$ cat config.mk
export PLATFORM = sky130hd
export DESIGN_NAME = i2c_slave_tx_burst
export DESIGN_NICKNAME = d
export VERILOG_FILES = /design/src/rtl/i2c_slave_tx_burst.sv
export SDC_FILE = /design/constraint.sdc
export NUM_CORES = 1
export LEC_CHECK = 0
export ABC_CLOCK_PERIOD_IN_PS = 1850
export CAP_MARGIN = 20
export CELL_PAD_IN_SITES_DETAIL_PLACEMENT = 0
export CELL_PAD_IN_SITES_GLOBAL_PLACEMENT = 1
export CORE_MARGIN = 1
export CORE_UTILIZATION = 37
export DETAILED_ROUTE_END_ITERATION = 16
export PLACE_DENSITY_LB_ADDON = 0.1
export SLEW_MARGIN = 10
export SYNTH_ARGS = -nofsm -noshare
export SYNTH_HDL_FRONTEND = slang
export SYNTH_SLANG_ARGS = --single-unit
$ cat constraint.sdc
create_clock -name clk -period 1.85 [get_ports clk]
set_input_delay 0.37 -clock clk [delete_from_list [all_inputs] [get_ports clk]]
set_output_delay 0.37 -clock clk [all_outputs]
set_load 0.01 [all_outputs]
$ cat src/rtl/i2c_slave_tx_burst.sv
// Purpose : I2C slave read-data transmitter; shifts bytes MSB-first, samples ACK/NACK and fetches the next byte via valid/ready.
// Latency : pin edges act SYNC_STAGES+1 clk later; sda_oe moves 1 clk after a detected SCL fall or after the byte handshake.
// Backpress: data_ready only in LOAD/STRETCH; a late byte gives 0xFF + underrun, or SCL stretching when I2C_SLAVE_CLOCK_STRETCH_EN is defined.
//
// Ports:
//   clk, rst_n                     clock, asynchronous active-low reset
//   enable                         transfer granted by the address/control FSM (dropping it aborts)
//   data_in/data_valid/data_ready  byte source handshake
//   scl, sda_in                    bus pin levels (asynchronous)
//   sda_oe, scl_oe                 open-drain pull-downs (scl_oe is tied 0 unless the macro is defined)
//   busy, done, nack, underrun     status; done is a 1-clk pulse on the NACK that ends a burst
//   byte_count                     ACKed bytes in the current/last burst, saturating
`timescale 1ns/1ps
module i2c_slave_tx_burst #(
  parameter int SYNC_STAGES = 2,
  parameter int COUNT_WIDTH = 8
) (
  input  logic                   clk,
  input  logic                   rst_n,
  input  logic                   enable,
  input  logic [7:0]             data_in,
  input  logic                   data_valid,
  output logic                   data_ready,
  input  logic                   scl,
  input  logic                   sda_in,
  output logic                   sda_oe,
  output logic                   scl_oe,
  output logic                   busy,
  output logic                   done,
  output logic                   nack,
  output logic                   underrun,
  output logic [COUNT_WIDTH-1:0] byte_count
);

  typedef enum logic [2:0] {IDLE, LOAD, SHIFT, ACK, STRETCH} state_t;

  state_t                 state;
  logic [SYNC_STAGES-1:0] scl_sync, sda_sync;
  logic                   scl_prev, sda_prev;
  logic [6:0]             shreg;     // remaining bits; bit 7 goes straight to sda_oe on load
  logic [2:0]             bit_cnt;
  logic                   acked;     // ACK seen in this ACK slot, waiting for the closing fall

  logic scl_s, sda_s, scl_fall, scl_rise, stop_det, hs, abort;

  assign scl_s    = scl_sync[SYNC_STAGES-1];
  assign sda_s    = sda_sync[SYNC_STAGES-1];
  assign scl_fall = scl_prev & ~scl_s;
  assign scl_rise = ~scl_prev & scl_s;
  assign stop_det = ~sda_prev & sda_s & scl_s;
  assign hs       = data_valid & data_ready;
  assign abort    = (state != IDLE) & (~enable | stop_det);

  assign data_ready = (state == LOAD) | (state == STRETCH);
  assign busy       = (state != IDLE);

  // Synchronisers and previous-value registers idle high like the bus.
  always_ff @(posedge clk or negedge rst_n) begin
    if (!rst_n) begin
      scl_sync <= '1;
      sda_sync <= '1;
      scl_prev <= 1'b1;
      sda_prev <= 1'b1;
    end else begin
      scl_sync[0] <= scl;
      sda_sync[0] <= sda_in;
      for (int i = 1; i < SYNC_STAGES; i++) begin
        scl_sync[i] <= scl_sync[i-1];
        sda_sync[i] <= sda_sync[i-1];
      end
      scl_prev <= scl_s;
      sda_prev <= sda_s;
    end
  end

`ifdef I2C_SLAVE_CLOCK_STRETCH_EN
  logic scl_oe_r;
  assign scl_oe = scl_oe_r;
`else
  assign scl_oe = 1'b0;
`endif

  always_ff @(posedge clk or negedge rst_n) begin
    if (!rst_n) begin
      state      <= IDLE;
      shreg      <= '0;
      bit_cnt    <= '0;
      acked      <= 1'b0;
      sda_oe     <= 1'b0;
      done       <= 1'b0;
      nack       <= 1'b0;
      underrun   <= 1'b0;
      byte_count <= '0;
`ifdef I2C_SLAVE_CLOCK_STRETCH_EN
      scl_oe_r   <= 1'b0;
`endif
    end else begin
      done <= 1'b0;
      if (abort) begin
        // Abort (enable low or STOP) beats any same-cycle event, including the ACK sample.
        state  <= IDLE;
        sda_oe <= 1'b0;
`ifdef I2C_SLAVE_CLOCK_STRETCH_EN
        scl_oe_r <= 1'b0;
`endif
      end else begin
        case (state)
          IDLE: begin
            if (enable && scl_fall) begin
              state      <= LOAD;
              nack       <= 1'b0;
              underrun   <= 1'b0;
              byte_count <= '0;
            end
          end
          LOAD: begin
            if (hs) begin
              shreg   <= data_in[6:0];
              sda_oe  <= ~data_in[7];
              bit_cnt <= '0;
              state   <= SHIFT;
`ifdef I2C_SLAVE_CLOCK_STRETCH_EN
            end else begin
              state    <= STRETCH;
              scl_oe_r <= 1'b1;
            end
`else
            end else if (scl_rise) begin
              // Byte missed the first bit: send all-ones (SDA released) for this slot.
              shreg    <= 7'h7F;
              sda_oe   <= 1'b0;
              bit_cnt  <= '0;
              underrun <= 1'b1;
              state    <= SHIFT;
            end
`endif
          end
`ifdef I2C_SLAVE_CLOCK_STRETCH_EN
          STRETCH: begin
            if (hs) begin
              shreg   <= data_in[6:0];
              sda_oe  <= ~data_in[7];
              bit_cnt <= '0;
              state   <= SHIFT;
            end
          end
`endif
          SHIFT: begin
`ifdef I2C_SLAVE_CLOCK_STRETCH_EN
            // SCL is released one clk after SDA was set up in STRETCH.
            scl_oe_r <= 1'b0;
`endif
            if (scl_fall) begin
              if (bit_cnt == 3'd7) begin
                sda_oe <= 1'b0;
                acked  <= 1'b0;
                state  <= ACK;
              end else begin
                sda_oe  <= ~shreg[6];
                shreg   <= {shreg[5:0], 1'b0};
                bit_cnt <= bit_cnt + 3'd1;
              end
            end
          end
          ACK: begin
            if (!acked) begin
              if (scl_rise) begin
                if (!sda_s) begin
                  acked <= 1'b1;
                  if (byte_count != {COUNT_WIDTH{1'b1}})
                    byte_count <= byte_count + COUNT_WIDTH'(1);
                end else begin
                  nack  <= 1'b1;
                  done  <= 1'b1;
                  state <= IDLE;
                end
              end
            end else if (scl_fall) begin
              state <= LOAD;
            end
          end
          default: state <= IDLE;
        endcase
      end
    end
  end

endmodule
### Word level (Yosys, flattened, before mapping)

Index checks and enable logic that the tools add are counted.

| word-level totals | value |
|---|---|
| RAM bits | 0 |
| output and inout bits | 15 |
| register bits after elaboration | 32 |
| bits in read-only memories | 0 |
| bits in latches | 0 |
| word-level logic and storage cells | 122 |
| input port bits | 14 |
| memories | 0 |

| operators by class | value |
|---|---|
| order comparisons | 0 |
| add/sub/neg operators | 2 |
| shift operators | 0 |
| eq/ne operators | 25 |
| multiplexer cells | 52 |
| $mul | 0 |
| div/mod/pow operators | 0 |
| reductions and logical operators | 15 |
| bitwise logic cells | 15 |

Operator list:

| operator | number |
|---|---|
| 3-bit two-way mux | 14 |
| 8-bit two-way mux | 5 |
| 7-bit two-way mux | 4 |
| 2-bit inequality test (second input constant) | 11 |
| 1-bit two-way mux | 21 |
| 4-bit inequality test (second input constant) | 4 |
| 8-bit case mux with 2 select lines | 1 |
| 7-bit case mux with 2 select lines | 1 |
| 7-bit AND reduction | 2 |
| 3-bit inequality test (second input constant) | 4 |
| 3-bit case mux with 4 select lines | 1 |
| 5-bit AND reduction | 2 |
| 8-bit by 1-bit adder with 8-bit output (second input constant) | 1 |
| 8-bit inequality test (second input constant) | 1 |
| 1-bit case mux with 2 select lines | 4 |
| 2-bit nonzero test | 4 |
| 1-bit NOT | 7 |
| 1-bit bitwise AND | 6 |
| 3-bit by 2-bit equality test with 1-bit output (second input constant) | 2 |
| 3-bit equality test (second input constant) | 2 |
| 3-bit case mux with 2 select lines | 1 |
| 6-bit AND reduction | 1 |
| 3-bit nonzero test | 2 |
| 4-bit AND reduction | 1 |
| other kinds (6) | 7 |

### Depth between registers and ports, before layout

Gate-level depths: netlist of the first run.

| depth | value |
|---|---|
| depth in word-level cells | 7 |
| gate-level depth with buffers | 9 |
| gate-level depth less buffers | 7 |

### Least setup slack after synthesis of the first run

OpenSTA, ideal clock, no wires.

| timing | value |
|---|---|
| kind | reg2reg |
| start | reg state[1] |
| end | reg shreg[1] |
| buffers on the path | 1 |
| required time | 1.725 ns |
| cell stages (with the launch flop) | 9 |
| period minus slack after synthesis | 1.943 ns |
| slack | -0.093 ns |
| arrival time | 1.818 ns |
| setup time | 0.125 ns |
| path through | dfrtp_1 -> inv_1 -> ha_1 -> nand2_1 -> a21oi_2 -> o21ai_2 -> nand2b_1 -> buf_6 -> mux2_4 |

| on the way | value |
|---|---|
| longest elaborated chain between the ends | 5 |
| elaborated cells on any way between the ends | 15 |
| those cells by class | eq/ne (6); mux (2); bitwise (4); reduce/logical (3) |

RTL lines:

| what | line | RTL |
|---|---|---|
| from (decl) | 37 | `state_t state;` |
| from (signal assigned) | 85 | `state <= IDLE;` |
| from (signal assigned) | 101 | `state <= IDLE;` |
| from (signal assigned) | 110 | `state <= LOAD;` |
| 3-bit by 1-bit equality test with 1-bit output or 3-bit equality test (tied branches) | 54 | `assign data_ready = (state == LOAD) \| (state == STRETCH);` |
| 1-bit bitwise OR (*) | 54 |  |
| net data_ready | 23 | `output logic data_ready,` |
| 1-bit bitwise AND (*) | 51 | `assign hs = data_valid & data_ready;` |
| 3-bit inequality test (no source line) or 7-bit two-way mux (tied branches) | n/a |  |
| 5-bit AND reduction (no source line) or 7-bit case mux with 2 select lines (tied branches) | n/a |  |
| to (signal assigned) | 118 | `shreg <= data_in[6:0];` |
| to (signal assigned) | 160 | `shreg <= {shreg[5:0], 1'b0};` |
| to (decl) | 40 | `logic [6:0] shreg;` |

The timed path passes the listed nets; every way through them passes the cells marked *.
A chain may end at the register's enable or synchronous reset.

### Worst setup path in the final report of the first run

| timing | value |
|---|---|
| start | reg state[0] |
| end | reg byte_count[6] |

| on the way | value |
|---|---|
| longest elaborated chain between the ends | 4 |
| elaborated cells on any way between the ends | 13 |
| those cells by class | eq/ne (6); mux (1); bitwise (2); reduce/logical (4) |

RTL lines:

| what | line | RTL |
|---|---|---|
| branches (longest 4 deep; another with 7-bit AND reduction) | n/a |  |
| to (signal assigned) | 171 | `byte_count <= byte_count + COUNT_WIDTH'(1);` |
| to (decl) | 32 | `output logic [COUNT_WIDTH-1:0] byte_count` |

Several ways; the timed one is not identified.

==> impl_metrics.py, run 1 <==
metrics = {
    "critical_path": {
        "path_class": "reg -> reg",
        "critPathMaxStageDelay_ps": 490,
        "startpoint_type": "register",
        "arrival_ps": 2020,
        "critical_path.cell_chain": "inv_2, ha_4, or4b_4, o211ai_4, nand3_4, buf_12, a22oi_2, nand2_1",
        "crit_fanout": 6,
        "crit_slowest_cell": "or4b_4",
        "critPathRequiredTime_ps": 2010,
        "cp-end-kind": "register",
    },
    "sta": {
        "hold_viol": 0,
        "post-route-min-period_ps": 1870,
        "setup_viol": 1,
        "finalCritPeriodShare": 1.01,
        "setup_ws_ps": -16.2,
        "max_freq_mhz": 536,
        "slew_violations": 0,
        "fin_skew_ps": 4.09,
        "grt_setup_unrepaired": "true",
    },
    "layout": {
        "antennaDiodeCount": 0,
        "stdcell_count": 311,
        "final_common_cell": "nand2_1",
        "drive_above_1_share": 0.316,
        "final_cell_mix": "26 x nand2_1, 25 x dfrtp_1, 25 x clkdlybuf4s50_1, 25 x buf_4, 14 x nor2_1",
        "nFillCells": 431,
        "syn2layout_area_growth_pct": 42.5,
        "design_area_sq_mm": 0.00258,
        "num-nets-final": 264,
    },
    "yosys": {
        "async_flop_share": 1.00,
        "synth_area_leaders": "dfrtp_1 35%, dfstp_2 8.7%, nand2_1 5.8%",
        "ys_seq_area_frac": 0.433,
        "synth_simple_gate_area_frac": 0.259,
        "synthMuxAreaShare": 0.0498,
        "syn_area_sq_mm": 0.00181,
        "synth_edf_count": 0,
        "synth-compound-area-share": 0.159,
        "synthXorXnorAreaFrac": 0,
        "synth_top_area_cell": "dfrtp_1",
        "synth_area_per_cell_sq_um": 9.47,
        "yosys_warnings": 0,
        "syn_inst": 191,
        "syn_nets": 212,
        "synth.top_cell.area_share": 0.346,
        "ys.flop_type": "dfrtp_1",
        "synth_top_family_by_area": "simple AND/OR/NAND/NOR gates",
        "ys_ff_latch": 31,
        "synth_fa_ha_area_frac": 0.0484,
        "ys_types": 50,
    },
    "hold_path": {
        "hold_class": "reg -> reg",
    },
    "grt": {
        "grt_pass1_vias": 1529,
        "antenna_found_initial": 0,
        "overflow": 0,
        "grt_use_total": 0.179,
        "grt_max_degree": 32,
        "grt_pass1_wl_um": 7150,
    },
    "floorplanning": {
        "design.core.area_sq_mm": 0.00472,
        "die-area_sq_mm": 0.00517,
        "die_y_um": 71.9,
        "ios": 29,
        "start_util": 0.383,
        "die_w_um": 71.9,
        "rows": 25,
    },
    "routing": {
        "drt-wirelength-per-cell_um": 13.4,
        "dr.pass1.iters": 4,
        "vias": 1575,
        "postRouteWirelength_um": 4170,
        "drt.antenna.violating_nets": 0,
        "remaining_drc_errors": 0,
        "drtIter0Drc": 50,
        "vias_per_cell": 5.06,
    },
    "placed_design": {
        "port_buffers": 27,
        "post_dp_cell_area_sq_mm": 0.00227,
        "hpwlAfterDp_um": 2830,
        "post-place-cells": 296,
        "pre_cts_ws_ps": -166,
        "gp_congestion": 0.773,
    },
    "status": {
        "status": "finished, violations left",
        "violations": "setup timing",
    },
    "cts": {
        "cts_max_level": 2,
        "root_buffer": "clkbuf_8",
        "cts_tree": "done",
        "path_clk_slew_ps": 70,
        "cts_sinks": 31,
        "cts_buffers": 5,
        "ctsHoldBuffers": 0,
        "max-clock-path-buffers": 2,
        "insertion_delay_ps": 280,
    },
    "pwr": {
        "leakage_nw": 1.05,
        "irDropWorstVdd_mv": 0.529,
        "power_density_mw_per_mm2": 1230,
        "total_power_w": 0.00316,
    },
    "flow_run": {
        "cap_violations": 0,
    },
}
Yosys cell counts (2+ instances only):
cell type / n
nor4_1: 2
ha_1: 7
buf_4: 2
buf_6: 2
nand2b_1: 8
dfstp_2: 6
nand2_1: 28
mux2_4: 6
o221ai_1: 4
or3_1: 2
nor3_1: 7
nand3_1: 8
o311ai_0: 2
dfrtp_1: 25
nor2b_1: 3
inv_1: 7
a21oi_1: 7
nand3b_1: 5
clkbuf_1: 5
o21ai_0: 7
a31oi_1: 3
a21o_1: 2
nor2_1: 15
and3_1: 2
logic make-up (layout without fill, tap and decap cells):
| logic type | count (synthesis) | in the layout |
|---|---|---|
| adder cells (fa/ha/maj) | 7 | 7 |
| other | 1 | 1 |
| flip-flops | 31 | 31 |
| multiplexers | 6 | 6 |
| AND/OR/NAND/NOR | 90 | 90 |
| AO/OA/AOI/OAI | 39 | 39 |
| buffers and inverters | 17 | 70 |
stage by stage:
step	hold WS, ps	TNS, ps	util
after global routing	366	-598	0.546
after floorplan	74.4	-188	-
after detailed placement	352	-1570	0.481
after global placement	348	-1050	0.481
final	359	-16.2	0.546
after CTS	362	0	0.531
sequential cells by signal (all words and copies together), names as in the netlist:
register / cells
nack: 1
shreg: 7
underrun: 1
scl_sync: 2
bit_cnt: 3
byte_count: 8
sda_prev: 1
scl_prev: 1
sda_sync: 2
acked: 1
state: 2
done: 1
sda_oe: 1
power breakdown:
group / total, W / leakage (nW) / switching [W] / internal [W]
combinational: 0.00154 / 0.605 / 0.000712 / 0.000829
sequential: 0.000924 / 0.380 / 0.000100 / 0.000824
clock: 0.000700 / 0.0612 / 0.000264 / 0.000436
total: 0.00316 / 1.05 / 0.00108 / 0.00209
repair_timing:
action / 4_1_cts / 5_1_grt
buffers inserted: 6 / 1
endpoints found under the setup margin: 21 / 21
pin swaps: 6 / 5
resized for setup: 16 / 15
routing by layer:
metal / up-vias / wire (um) / GRT usage
met4: 0 / 55 / 0.0523
met2: 35 / 1980 / 0.298
met5: - / 0 / 0
li1: 787 / - / -
met1: 746 / 1990 / 0.234
met3: 7 / 146 / 0.0417
worst max-delay path: cells and delay by family, from the launching register on:
family / cells / cell delay (ps)
and+or+nand+nor: 3 / 680
buffers and inverters: 2 / 220
adders and majority gates: 1 / 170
AOI/OAI and AO/OA: 2 / 270
DFF: 1 / 390
final cells by class:
cell class	instances	area (sq um)	area share
clock buffers	6	82.6	0.0320
clock inverters	2	35.0	0.0136
inverters	7	26.3	0.0102
multi-input cells	143	1060	0.413
flip-flops and latches	31	783	0.304
well taps	67	83.8	0.0325
repair buffers	55	502	0.195
final timing paths:
check	startpoint	end	cells past startpoint	slack [ps]
setup / recovery	state[0]	byte_count[6]	8	-20
hold / removal	scl_sync[0]	scl_sync[1]	0	360
setup reg to reg	state[0]	byte_count[6]	8	-20
hold reg to reg	scl_sync[0]	scl_sync[1]	0	360
max in group asynchronous	rst_n	scl_sync[1]	2	1030
min in group asynchronous	rst_n	state[1]	2	480
(Power assumes the default switching activity.)
==> inputs of run 2 (changes only) <==
- CAP_MARGIN: 20 -> not set
- CORE_ASPECT_RATIO: not set -> 2
==> impl_metrics.py, run 2 (synthesis results as in run 1) <==
metrics = {
    "layout": {
        "final_util": 0.574,
        "nFillCells": 428,
        "syn2layout_area_growth_pct": 47.3,
        "drive_above_1_share": 0.367,
        "num-nets-final": 268,
        "largest_register_ff_count": 8,
        "regArea_sq_um": 783,
        "antennaDiodeCount": 0,
        "final_cell_mix": "27 x buf_4, 25 x dfrtp_1, 25 x clkdlybuf4s50_1",
        "design_area_sq_mm": 0.00267,
        "final_common_cell": "buf_4",
        "top_regs": "byte_count x8, shreg x7, bit_cnt x3",
        "largest-register": "byte_count",
        "multi_input_area_sq_mm": 0.00116,
    },
    "critical_path": {
        "startpoint_type": "register",
        "critPathRequiredTime_ps": 2030,
        "path_class": "reg -> reg",
        "rr_worst_depth": 6,
        "arrival_ps": 2050,
        "ff2ff_setup_slack_ps": -30,
        "rr_startpoint": "state[1]",
        "cp-end-kind": "register",
        "crit_fanout": 6,
        "r2r_end": "byte_count[1]",
    },
    "placed_design": {
        "post_dp_cell_area_sq_mm": 0.00232,
        "pre_cts_ws_ps": -123,
        "hpwlAfterDp_um": 3500,
        "gp_congestion": 0.797,
        "port_buffers": 27,
    },
    "grt": {
        "top_usage_layer": "met2",
        "overflow": 0,
        "met3_usage": 0.0317,
        "grt_pass1_wl_um": 7920,
        "antenna_found_initial": 0,
        "groute.layer.met1.usage": 0.191,
        "grt_use_met2": 0.414,
        "grt_pass1_vias": 1742,
        "grt_max_degree": 32,
        "grt_use_total": 0.206,
    },
    "pwr": {
        "power_frac_comb": 0.525,
        "clockPowerShare": 0.189,
        "power.share.sequential": 0.286,
        "leakage_nw": 1.11,
        "p_sw_frac": 0.371,
        "internal-power_w": 0.00202,
        "total_power_w": 0.00321,
        "irDropWorstVdd_mv": 0.714,
        "switchingPower_w": 0.00119,
        "power_density_mw_per_mm2": 1210,
    },
    "cts": {
        "cts_max_level": 2,
        "insertion_delay_ps": 280,
        "root_buffer": "clkbuf_8",
        "cts_buffers": 5,
        "cts_tree": "done",
        "cts_sinks": 31,
        "max-clock-path-buffers": 2,
        "path_clk_slew_ps": 70,
    },
    "sta": {
        "hold_viol": 0,
        "fin_skew_ps": 5.96,
        "setup_ws_ps": -27.0,
        "grt_setup_unrepaired": "true",
        "whs_ps": 357,
        "max_freq_mhz": 533,
        "slew_violations": 0,
        "post-route-min-period_ps": 1880,
        "setup_viol": 3,
        "finalCritPeriodShare": 1.01,
    },
    "hold_path": {
        "min-delay-start": "sda_sync[0]",
        "hold_class": "reg -> reg",
        "hold_depth": 0,
        "whs_endpoint": "sda_sync[1]",
    },
    "routing": {
        "drt-wirelength-per-cell_um": 16.4,
        "dr.pass1.iters": 4,
        "postRouteWirelength_um": 4970,
        "vias": 1649,
        "vias_per_cell": 5.44,
        "drtIter0Drc": 27,
        "drt.antenna.violating_nets": 0,
        "remaining_drc_errors": 0,
    },
    "floorplanning": {
        "design.core.area_sq_mm": 0.00464,
        "die_w_um": 51.4,
        "die-area_sq_mm": 0.00519,
        "start_util": 0.390,
        "rows": 35,
        "ios": 29,
        "die_y_um": 101,
    },
    "status": {
        "violations": "setup timing",
        "status": "finished, violations left",
    },
    "flow_run": {
        "cap_violations": 0,
    },
}
==> run 2: worst max-delay path by stage <==
| stage | from | endpoint | slack [ps] |
|---|---|---|---|
| 3_3_place_gp | data_valid | shreg[4] | -120 |
| 6_report | state[1] | byte_count[1] | -30 |
| 5_1_grt | state[0] | byte_count[6] | -90 |
| 3_5_place_dp | state[0] | byte_count[0] | -120 |
| 4_1_cts | state[0] | byte_count[2] | -4 |
| 2_1_floorplan | state[0] | shreg[1] | -30 |
==> run 2: repair_timing <==
action / 4_1_cts / 5_1_grt
setup buffers: 2 / 1
hold buffers: 0 / 0
gates cloned: 1 / 0
setup endpoints to repair: 18 / 22
pin swaps: 5 / 15
resized for setup: 19 / 29
==> run 2: power by group through the flow <==
| stage | sequential, W | combinational, W | clock, W |
|---|---|---|---|
| 6_report | 0.000919 | 0.00169 | 0.000608 |
| 5_1_grt | 0.000933 | 0.00184 | 0.000650 |
| 4_1_cts | 0.000918 | 0.00154 | 0.000619 |
| 3_5_place_dp | 0.000925 | 0.00135 | 0 |
| 3_3_place_gp | 0.000915 | 0.00131 | 0 |
| 2_1_floorplan | 0.000923 | 0.000834 | 0 |
==> run 2: cell type report <==
| class | instances | area share |
|---|---|---|
| timing repair buffer | 58 | 0.195 |
| multi-input combinational | 144 | 0.436 |
| clock buffer | 7 | 0.0362 |
| tap | 55 | 0.0258 |
| sequential | 31 | 0.294 |
| clock inverter | 1 | 0.00282 |
| inverter | 7 | 0.00986 |
==> run 2: worst max-delay path, cell delays in order, from the launching register on <==
cell and delay (ps):
dfrtp_1 370, inv_2 70, ha_4 170, or4b_4 500, o211ai_4 140, nand3_4 200
o311ai_4 310
==> run 2: routing by layer <==
metal	share of wire	vias to the layer above
li1	-	797
met1	0.36	811
met2	0.59	31
met3	0.019	10
met4	0.020	0
met5	0	-
==> run 2: per-stage QoR <==
| step | setup TNS (ps) | cells |
|---|---|---|
| finish | -43.5 | 303 |
| global route | -790 | 303 |
| CTS | -6.26 | 303 |
| detailed placement | -1340 | 292 |
| global placement | -997 | 292 |
| floorplan | -188 | 191 |
==> inputs of run 3 (changes only) <==
- CAP_MARGIN: not set -> 10
==> results of run 3 <==
The final DEF is identical to that of run 2; final timing and power are the same.
==> RTL edit 1: new RTL, config.mk and constraints of run 3 <==
Re-encode `state_t` (5 states) as one-hot, 5 bits wide.
--- a/src/rtl/i2c_slave_tx_burst.sv
+++ b/src/rtl/i2c_slave_tx_burst.sv
@@ -33,5 +33,5 @@
 );
 
-  typedef enum logic [2:0] {IDLE, LOAD, SHIFT, ACK, STRETCH} state_t;
+  typedef enum logic [4:0] {IDLE = 5'b00001, LOAD = 5'b00010, SHIFT = 5'b00100, ACK = 5'b01000, STRETCH = 5'b10000} state_t;
 
   state_t                 state;
Behaviour: no difference found for any inputs over 10 cycles, from zero or initial values and one cycle with rst_n low; not proved beyond that.
==> RTL edit 1 against run 3 <==
- final area is 0.23% higher
- critical path depth stayed put
- cell count is 0.99% lower
- synthesized area is 0.69% higher
- first-iteration DRC count is 74% higher
- sequential cell count is 2 higher
- worst setup slack worse by 0.053 ns
- the flow still finishes with violations (setup timing)
- worst hold slack better by 0.0028 ns
- non-clock buffer count is 13 higher
- wire length is 6.0% higher
- via count is 1.8% higher
- clock skew is 0.00090 ns lower
Power is not compared: it rests on default switching activity, and its combinational part moved more than twofold at a synthesized area within 25%.
==> RTL edit 1: results (changes against run 3) <==
Drt
  • Final WL: 5270 µm (+6.0%)
  • Vias: 1,678 (+1.8%)
  • Metal3 WL: 144 µm (+50%)
  • Drt initial violations: 47 (+74%)
  • Metal-1 WL: 1840 µm (+1.3%)
  • Wire length on met2: 3070 µm (+3.9%)

Timing
  • Final setup fails: 9 (+6)
  • Final setup margin: -0.0802 ns (-0.0532 ns)
  • Clock Skew: 0.00506 ns (-0.000897 ns)

Place
  • Placed Area: 2360 µm² (+1.8%)
  • GPL Wtd Cong: 0.767 (-3.7%)

Synth
  • Area contributors post-synth: dfrtp_1, dfstp_2, mux2i_1
  • Synth top cells by count: dfrtp_1, inv_1, nand2_1, o22ai_1
  • Sequential element share of the synthesized area: 45.8% (+2.5 points)
  • Netlist cell types: 58 (+16%)
  • Post-Syn Nets: 194 (-8.5%)

Global routing
  • Tot GR Track Use: 22.3% (+1.7 points)
  • Number of global-route vias before repair: 1,766 (+1.4%)
  • GR Util met1: 21.2% (+2.1 points)
  • GRT met3 Usage: 3.45% (+0.29 points)
  • Global-route wire length before repair: 8520 µm (+7.6%)
  • Largest net degree at the start of global routing: 34 (+6.3%)
  • Met2 GRT Util: 42.8% (+1.4 points)

Critical path
  • Crit path launch: state[2]
  • Worst stage delay on the critical path: 0.58 ns (+0.08 ns)
  • Crit path max fanout: 2 (-4)

Cells and area
  • Top Registers: byte_count x8, shreg x7, state x4
  • Nets: 261 (-2.6%)
  • Share of post-route cells with drive strength above 1: 35.9% (-0.78 points)

Run status
  • Status: finished, violations left
  • Failing checks: setup timing
RTL edit 1: cell types whose count changed after synthesis, moves of 3 or more:
cell	delta
nand2_1	-16
o22ai_1	+9
mux2_4	-5
nor3_1	-5
nor2_1	-10
o221ai_1	-4
ha_1	-4
a211oi_1	+3
a32o_1	+3
nand2b_1	-6
inv_1	+7
mux2i_1	+9
nand3_1	-6
RTL edit 1: final cells by class:
class                      instances  area [µm²]  area share, %
clock inverter                     1        30.0           1.12
timing repair buffer              71         609           22.8
inverter                          15        61.3           2.30
tap                               55        68.8           2.58
sequential                        33         836           31.3
multi-input combinational        118         980           36.7
clock buffer                       7        86.3           3.23
RTL edit 1: cells by family (layout without fill, tap and decap cells):
logic type | after synthesis | after routing | share of synthesized area (%)
buffers and inverters | 26 | 94 | 6.87
DFF | 33 | 33 | 45.8
and+or+nand+nor | 51 | 51 | 18.3
other | 1 | 1 | 0.206
AOI/OAI and AO/OA | 52 | 52 | 20.5
muxes | 10 | 10 | 5.77
adders and majority gates | 3 | 3 | 2.06
xor gates and xnor gates | 1 | 1 | 0.481
RTL edit 1: report_power, final:
group	switching (µW)	internal, µW
Sequential	18.2	751
Clock	272	439
Combinational	80.0	85.4
Total	371	1280
RTL edit 1: stage by stage:
step	TNS [ns]	setup WS (ns)	instances	total power (µW)
6_report	-0.226	-0.0802	300	1650
5_1_grt	-1.30	-0.156	300	1710
4_1_cts	-0.270	-0.0804	299	1660
3_5_place_dp	-3.54	-0.266	282	933
3_3_place_gp	-3.94	-0.256	282	927
2_1_floorplan	-0.277	-0.181	177	837
RTL edit 1: timing repair:
action	in CTS	in global routing
endpoints found under the setup margin	27	24
resized for setup	23	16
setup buffers	8	1
pin swaps	7	5
cloned	1	0
==> RTL edit 2: new RTL, settings of run 3 <==
Without the edit above. Change the parameter `SYNC_STAGES` from 2 to 1.
--- a/src/rtl/i2c_slave_tx_burst.sv
+++ b/src/rtl/i2c_slave_tx_burst.sv
@@ -13,5 +13,5 @@
 `timescale 1ns/1ps
 module i2c_slave_tx_burst #(
-  parameter int SYNC_STAGES = 2,
+  parameter int SYNC_STAGES = 1,
   parameter int COUNT_WIDTH = 8
 ) (
Behaviour: not the same (Yosys sat finds a counterexample within 4 cycles, from zero or initial values and one cycle with rst_n low).
==> RTL edit 2 against run 3 <==
- global-route usage is 0.39 points higher
- sequential cell count is 2 lower
- wire length is 2.5% lower
- worst setup slack better by 0.096 ns
- synthesized area is 3.3% lower
- total power is 4.6% lower
- via count is 2.5% lower
- sequential share of layout area is 0.79 points higher
- utilization is 4.3 points lower
- sequential power is 4.1% higher
- highest routed layer unchanged
- final area is 9.2% lower
==> RTL edit 2: results (changes against run 3) <==
Synth
  • Post-synthesis xor/xnor area fraction: 0% (unchanged)
  • Syn_area_per_cell: 9.56 µm² (+0.91%)
  • Area fraction in compound gates after synthesis: 23.8% (+7.9 points)
  • Netlist cell types: 48 (-4.0%)
  • Sequential element share of the synthesized area: 41.8% (-1.5 points)
  • Area contributors post-synth: dfrtp_1, dfstp_2, ha_1
  • Synth top cells by count: dfrtp_1, nand2_1, nor2_1, o21ai_0, inv_1
  • Ys async rst share: 100% (unchanged)
  • Post-Synth Adder-Cell Area: 5.01% (+0.17 points)
  • Mux contribution to synthesized area: 5.01% (+0.028 points)
  • Post-Syn Nets: 204 (-3.8%)
  • Yosys Warn Count: 0 (unchanged)

Hold path
  • Hold endpoint: scl_prev
  • Hold path depth: 0 (unchanged)
  • Worst hold path class: register to register
  • Hold Path Origin: scl_s

Drt
  • Drt initial violations: 23 (-15%)
  • Drt via density: 5.58 (+2.5%)
  • Vias: 1,607 (-2.5%)
  • TritonRoute pass-1 iters: 4 (unchanged)
  • WL/cell: 16.8 µm (+2.6%)

Cells and area
  • ANT cells: 0 (unchanged)
  • Share of post-route cells with drive strength above 1: 26.2% (-11 points)
  • Nets: 253 (-5.6%)

Pwr
  • Flop+latch power: 957 µW (+4.1%)
  • Comb pwr: 1540 µW (-9%)
  • Worst VDD drop: 0.000672 V (-6.0%)
  • Pint: 1930 µW (-4.6%)
  • P_leak: 0.00102 µW (-8.3%)

Global routing
  • Global-route wire length before repair: 7870 µm (-0.69%)
  • Number of global-route vias before repair: 1,715 (-1.5%)
  • Tot GR Track Use: 20.9% (+0.39 points)
  • Largest net degree at the start of global routing: 30 (-6.3%)
  • Initial antenna violation count: 0 (unchanged)

Place
  • GPL Wtd Cong: 0.805 (+1.1%)
  • DP HPWL: 3630 µm (+3.6%)
  • Inst Count DP: 278 (-4.8%)
  • DP Worst Slack: -0.000416 ns (+0.122 ns)

Run status
  • Status: completed

Critical path
  • Reg2reg start: state[1]
  • RR Endpoint: nack
  • Critical path arrival: 2.00 ns (-0.05 ns)
  • Crit path max fanout: 8 (+2)
  • Crit path launch: state[1]
  • FF-to-FF path depth: 8 (+2)
  • Crit path kind: register to register

Timing
  • Clock Skew: 0.00299 ns (-0.00297 ns)
  • Total negative slack: 0 ns (+0.0435 ns)
  • Final setup margin: 0.0687 ns (+0.0958 ns)
  • Hold slack final: 0.411 ns (+0.0541 ns)

Clocking
  • H-tree Lvls: 2 (unchanged)
  • Clock buffer depth: 2 (unchanged)
  • Num CTS Buffers: 5 (unchanged)
  • Worst-Skew Late Latency: 0.28 ns (about the same)
[RTL edit 2: cell types whose count changed after synthesis, moves of 4 or more]
cell      change
o211ai_1      +5
a21oi_1       -4
mux2_4        -6
nor3_1        -4
o21ai_0       +7
nand2_1       -8
inv_1         +5
mux2_1        +6
[RTL edit 2: through the flow]
stage	instance area (µm²)	power, µW
floorplan	1750	1720
global placement	2200	2270
detailed placement	2200	2310
CTS	2320	2900
global route	2420	3270
finish	2420	3070
[RTL edit 2: logic make-up (layout without fill, tap and decap cells)]
| family | count (synthesis) | count (layout) |
|---|---|---|
| and+or+nand+nor | 64 | 64 |
| other | 1 | 1 |
| adders and majority gates | 7 | 7 |
| AOI/OAI and AO/OA | 54 | 54 |
| buffers and inverters | 20 | 70 |
| muxes | 8 | 8 |
| DFF | 29 | 29 |
[RTL edit 2: layout make-up]
class / instances / area (µm²)
Clock buffer: 7 / 96.3
Clock inverter: 1 / 5.00
Fill cell: 437 / 2130
Inverter: 12 / 45.0
Multi-Input combinational cell: 134 / 1030
Sequential cell: 29 / 731
Tap cell: 55 / 68.8
Timing Repair Buffer: 50 / 448
[RTL edit 2: routing by layer]
layer	part of all wire [%]	vias up	track usage [%]	routed length [µm]
met4	5.2	0	13.5	251
li1	-	766	-	-
met2	57	42	39.9	2740
met1	36	781	19.4	1730
met3	2.5	18	3.36	120
met5	0	-	0	0
[RTL edit 2: worst max-delay path, stage by stage, from the launching register on]
cell       delay [ns]
dfrtp_1          0.40
inv_1            0.12
ha_2             0.30
inv_2            0.08
o2111ai_2        0.15
buf_6            0.18
buf_4            0.15
nor4_1           0.17
o22a_1           0.18
[RTL edit 2: what timing repair did]
item / CTS / global route
cloned: 0 / 0
endpoints found under the setup margin: 6 / 10
gates resized for setup: 7 / 20
pin swaps: 2 / 2
buffers inserted: 0 / 2
